===== config.mk =====
export PLATFORM = sky130hd
export DESIGN_NAME = ready_seq_multi
export DESIGN_NICKNAME = d
export VERILOG_FILES = /design/src/rtl/ready_seq_multi.sv
export SDC_FILE = /design/constraint.sdc
export NUM_CORES = 1
export LEC_CHECK = 0
export CELL_PAD_IN_SITES_DETAIL_PLACEMENT = 1
export CELL_PAD_IN_SITES_GLOBAL_PLACEMENT = 1
export CORE_MARGIN = 5
export CORE_UTILIZATION = 38
export CTS_CLUSTER_SIZE = 8
export DETAILED_ROUTE_END_ITERATION = 6
export PLACE_DENSITY_LB_ADDON = 0.05
export SYNTH_ARGS = -nofsm -noshare
export SYNTH_HDL_FRONTEND = slang
export SYNTH_SLANG_ARGS = --single-unit

===== constraint.sdc =====
create_clock -name clk -period 4.4 [get_ports clk]
set_clock_uncertainty 0.2 [all_clocks]
set_input_delay 0.66 -clock clk [delete_from_list [all_inputs] [get_ports clk]]
set_output_delay 0.66 -clock clk [all_outputs]
set_load 0.1 [all_outputs]

===== src/rtl/ready_seq_multi.sv =====
// Reset-release ready sequencer: raises NCH ready flags in order, DLY cycles apart,
// with hold (freeze) and restart (drop everything and resequence from channel 0).
module ready_seq_multi #(
  parameter int NCH = 4,
  parameter int DLY = 2,
  localparam int CW = $clog2(DLY + 1),
  localparam int SW = $clog2(NCH + 1)
) (
  input  logic           clk,
  input  logic           rstn,
  input  logic           restart_i,
  input  logic           hold_i,
  output logic [NCH-1:0] ready_o,
  output logic           all_ready_o,
  output logic           busy_o,
  output logic [SW-1:0]  stage_o
);

  typedef enum logic {SEQ = 1'b0, DONE = 1'b1} state_t;

  state_t        state;
  logic [CW-1:0] cnt;

  // Handshake-free block: the only contract is the ready_o thermometer, which only
  // grows between a reset/restart and the next one; consumers may sample it any cycle.
  always_ff @(posedge clk) begin
    if (!rstn || restart_i) begin
      ready_o     <= '0;
      all_ready_o <= 1'b0;
      stage_o     <= '0;
      cnt         <= '0;
      state       <= SEQ;
    end else begin
      case (state)
        SEQ: begin
          if (!hold_i) begin
            if (cnt == CW'(DLY - 1)) begin
              cnt <= '0;
              for (int k = 0; k < NCH; k++) begin
                if (stage_o == SW'(k)) ready_o[k] <= 1'b1;
              end
              stage_o <= stage_o + SW'(1);
              if (stage_o == SW'(NCH - 1)) begin
                all_ready_o <= 1'b1;
                state       <= DONE;
              end
            end else begin
              cnt <= cnt + CW'(1);
            end
          end
        end
        DONE: begin
          // Sequence complete; everything holds until reset or restart.
        end
      endcase
    end
  end

  // busy_o doubles as the visible FSM state (SEQ=1, DONE=0).
  assign busy_o = (state == SEQ);

`ifndef SYNTHESIS
  // Formal environments are expected to start with rstn low.
  a_thermo: assert property (@(posedge clk) disable iff (!rstn)
    (ready_o & (ready_o + NCH'(1))) == '0);
  a_popcount: assert property (@(posedge clk) disable iff (!rstn)
    $countones(ready_o) == int'(stage_o));
  a_all: assert property (@(posedge clk) disable iff (!rstn)
    all_ready_o == &ready_o);
  a_busy: assert property (@(posedge clk) disable iff (!rstn)
    busy_o == !all_ready_o);
  a_cnt: assert property (@(posedge clk) disable iff (!rstn)
    cnt < CW'(DLY));
  a_no_fall: assert property (@(posedge clk)
    (rstn && !restart_i) |=> ((ready_o & $past(ready_o)) == $past(ready_o)));
  a_reset_clear: assert property (@(posedge clk)
    !rstn |=> ready_o == '0);
`endif

endmodule


After elaboration in Yosys (flattened, before gate mapping)
Cells that the tools add are included.

cells by class
  add/subtract/negate cells = 2
  eq/ne operators = 4
  muxes and demuxes = 5
  bitwise gates (word level) = 2
  reduce and logical (&&, ||, !) cells = 9

operators with widths
  operator                                              number
  AND reduction 4 bit                                   4
  equality test 3 x 2 -> 1 bit (second input constant)  2
  2-to-1 mux 1 bit                                      4
  adder 3 x 1 -> 3 bit (second input constant)          1
  equality test 3 x 1 -> 1 bit (second input constant)  1
  zero test 3 bit                                       1
  AND reduction 3 bit                                   1
  adder 2 x 1 -> 2 bit (second input constant)          1
  equality test 2 x 1 -> 1 bit (second input constant)  1
  2-to-1 mux 2 bit                                      1
  NOT 1 bit                                             2
  AND reduction 2 bit                                   1
  zero test 1 bit                                       1
  logical OR 1 bit                                      1

storage, ports and cells
  flip-flop bits (word level) = 10
  input port bits = 4
  output and inout port bits = 9
  word-level logic and storage cells = 29

Depth between registers and ports, before layout
  depth in word-level cells = 5
  mapped depth = 4

Worst setup path before layout
No wires, ideal clock.

  path kind = register to register
  from = reg stage_o[0]
  to = reg stage_o[2]
  setup time = 0.072 ns
  arrival time = 2.049 ns
  required time = 4.128 ns
  path slack = 2.079 ns
  cell stages (with the launch flop) = 5
  buffers on the path = 0
  clock period less this slack = 2.321 ns
  path through = dfxtp_1 > ha_1 > ha_1 > or3b_2 > mux2i_1

on the way
  word-level cells in the longest chain between the ends = 1

ends and longest elaborated chain
  element                 line  source
  from (decl)             16    output logic [SW-1:0] stage_o
  from (signal assigned)  42    stage_o <= stage_o + SW'(1);
  adder 3 x 1 -> 3 bit    42

Every way passes these cells.
A chain may end at the register's enable or synchronous reset.

Worst setup path in the final report
  from = reg stage_o[2]
  to = out stage_o[2]

No word-level cell between the ends.

==> run summary <==
The flow ran to the end, and the final reports show no timing, DRC or antenna violations. Clock tree synthesis inserted a total of 3 buffers. Counting the fill cells in the layout gives 150. The logs give 1 for the H-tree depth reported by CTS and 0.416 for the starting density of the core.

Relative slew slack: 0.349. The period utilization is 0.631, and the largest fanout on the critical path is 6. The logs give 2320 µm² for the overall die area and 0.135 for the global-route usage over all layers.

The logs give 148 µW for the cell-internal power and 2 for the buffer depth of the longest clock path. The run gives 677 µm² as the standard cell area after detailed placement. The tools report the critical path data arrival time as 1.92 ns. Summed over all layers, the global routing overflow is 0.

The beginning of the critical path is stage_o[2]. Total number of placement rows: 13. The worst setup path is launched from a register.

In this run the static leakage power is 0.000258 µW. The post-synthesis instance area is 554 µm², and the power density over the cells is 266 nW/µm². The tools report the antenna diode count as 0. The height of the die is 48.2 µm. The path class of the lowest-slack min-delay path is register to register. For the detailed-route via count, the log shows 430.

The most used flip-flop cell after synthesis is dfxtp_1. The count of final hold-check violations is 0, and the accumulated negative setup slack is 0 ns. Launch instance of the worst register-to-register path: stage_o[0]. The run gives 0.080 as the fraction of power consumed by combinational cells.

Counting flops and latches in the post-synthesis netlist gives 10. The average size of a mapped cell was 10.3 µm²; the first-pass GRT wire length was 2160 µm. The maximum ir drop on the vdd rail is 0.199 mV, and the max-slew violation count is 0. Dividing the detail-routed wire length by the instance count gives 15.2 µm.

The clock root buffer is clkbuf_4. Yosys attributes the largest share of cell area to dfxtp_1 36%, ha_1 11%, nand3b_1 11%. At the end of the flow, the number of nets in the layout was 77.

In the synthesized netlist, the number of instances is 54. Clock tree synthesis found a total of 10 sinks. The run gives 974 µm as the half-perimeter wire length after detailed placement.

The critical path goes through clkdlybuf4s50_1. The number of buffers and inverters on the critical path was 1. Final hold analysis gives a worst-case slack of 0.283 ns.

The layout overhead on the synthesized area is 28.7%. For the number of different library cells in the post-synthesis netlist, the log shows 20. The die boundary width works out to 48.2 µm. Static timing analysis puts the maximum clock frequency at 0.360 GHz.

In this run the post-CTS setup repair buffer count came out at 0. Weighted congestion at the end of routability-driven global placement: 0.700. For the number of nets produced by synthesis, the log shows 63.

Summed over all instances, the cell type with the most area after synthesis is dfxtp_1. The summed area of non-filler cells in the final layout was 713 µm². The share of synthesized registers carrying an async set or reset is 0. The via count of the first global-routing pass is 451. In this run, post-CTS hold repair placed 0 buffers. For the fraction of power consumed by the clock network, the log shows 0.436. The fraction of final layout cells with drive strength greater than 1 was 0.164; the initial antenna violation count was 0. Once detail routing completed, the nets flagged for antenna violations numbered 0.

Clock-pin slew was measured on the worst setup and hold paths at 0.08 ns. The required time of the critical path came out at 3.54 ns. The proportion of synthesized chip area in sequential cells was 0.361.

The analysis attributes to net switching a power of 42.1 µW. For the sequential group share of total power, the log shows 0.484. The slowest stage of the critical path belongs to the cell clkdlybuf4s50_1. Gates resized during post-CTS repair numbered 0.

The largest net degree at the start of global routing is 12, and the number of synthesized flops with an enable pin is 0. The area share of the largest cell type after synthesis was 0.361; the multi-input logic area was 304 µm². The dominant delay contributor by cell family on the critical path is buffers and inverters. The logs give 0 for the post-route DRC violation count and 0.26 ns for the clock network latency to the later pin of the worst-skew pair. Time the final worst path needs with I/O delays and setup: 2.78 ns.

The run gives 1330 µm² as the placeable core region. The critical path in this run is classified as register to primary output. TritonCTS built the clock tree. Yosys printed 0 warnings. For the count of endpoints failing setup in the final report, the log shows 0. The number of detailed-route iterations in the first pass came out at 1. The startpoint of the tightest hold check path was cnt[1]. Across the run, the number of max-cap violations was 0. The critical path's largest stage delay is 1.19 ns.

Setup repair after global routing left no endpoint under its margin. At the pin with the least slew margin, the transition time is 0.973 ns. Summed over all layers, the routed wires come to 1250 µm. Dividing the detail-routed via count by the number of cells gives 5.24. The proportion of total power due to net switching works out to 0.222.

For the total I/O pin count, the log shows 13. The number of input and output port buffers inserted is 12, and the register cell area after layout is 200 µm². The first routing iteration left 0 violations.

The kind of end point of the critical path was a primary output.
cell usage after synthesis (all sizes together), types with 2 or more instances:
library cell / number
nand3b: 8
ha: 5
o41ai: 3
buf: 2
dfxtp: 10
inv: 9
or3b: 2
a21oi: 2
mux2i: 3
cell type report:
| cell class | instances | share of cell area |
|---|---|---|
| Clock buffer | 4 | 0.0509 |
| Tap cell | 15 | 0.0263 |
| Inverter | 9 | 0.0474 |
| Multi-Input combinational cell | 32 | 0.426 |
| Timing Repair Buffer | 12 | 0.168 |
| Sequential cell | 10 | 0.281 |
layout by cell type, fill, tap and decap left out, types with 2 or more instances in the layout:
master / synthesis / routed
mux2i_1: 3 / 3
o41ai_2: 3 / 3
clkdlybuf4s50_1: 0 / 12
clkbuf_4: 0 / 3
a21oi_1: 2 / 2
nand3b_1: 8 / 8
ha_1: 5 / 5
or3b_2: 2 / 2
inv_1: 9 / 9
dfxtp_1: 10 / 10
final timing paths:
path	to	slack, ns	cells past startpoint
hold / removal	cnt[1]	0.28	2
hold reg to reg	cnt[1]	0.28	2
setup reg to reg	stage_o[2]	2.69	4
setup / recovery	stage_o[2]	1.62	1
power groups by stage:
stage,sequential (µW),combinational (µW),clock [µW]
floorplan,95.9,8.00,0
global placement,94.0,15.0,0
detailed placement,94.1,15.3,0
CTS,92.0,15.4,84.4
global route,92.2,16.5,91.3
finish,92.0,15.2,82.9
metal layers:
| metal | up-vias | GRT usage | routed length (µm) |
|---|---|---|---|
| li1 | 217 | - | - |
| met1 | 203 | 0.160 | 525 |
| met2 | 8 | 0.232 | 638 |
| met3 | 2 | 0.0480 | 72 |
| met4 | 0 | 0.0323 | 12 |
| met5 | - | 0 | 0 |
metrics by stage:
stage,setup slack (ns),utilization,cells,total power (µW)
after global placement,1.91,0.508,78,109
final,1.62,0.535,82,190
after CTS,1.60,0.535,82,192
after global routing,1.56,0.535,82,200
after detailed placement,1.90,0.508,78,109
after floorplan,2.08,-,54,104
registers in the layout, indices dropped and copies added (netlist names):
name and count:
state 1, cnt 2, all_ready_o 1, ready_o 3, stage_o 3
kinds of logic (layout without fill, tap and decap cells):
kind of cell             Yosys count  in the layout  synth area share
adder cells (fa/ha/maj)            5              5             0.113
AO/OA/AOI/OAI                      8              8             0.140
buffers and inverters             12             25            0.0903
flip-flops                        10             10             0.361
AND/OR/NAND/NOR                   16             16             0.242
multiplexers                       3              3            0.0542
Note: power is estimated with default switching activity, not from simulation.
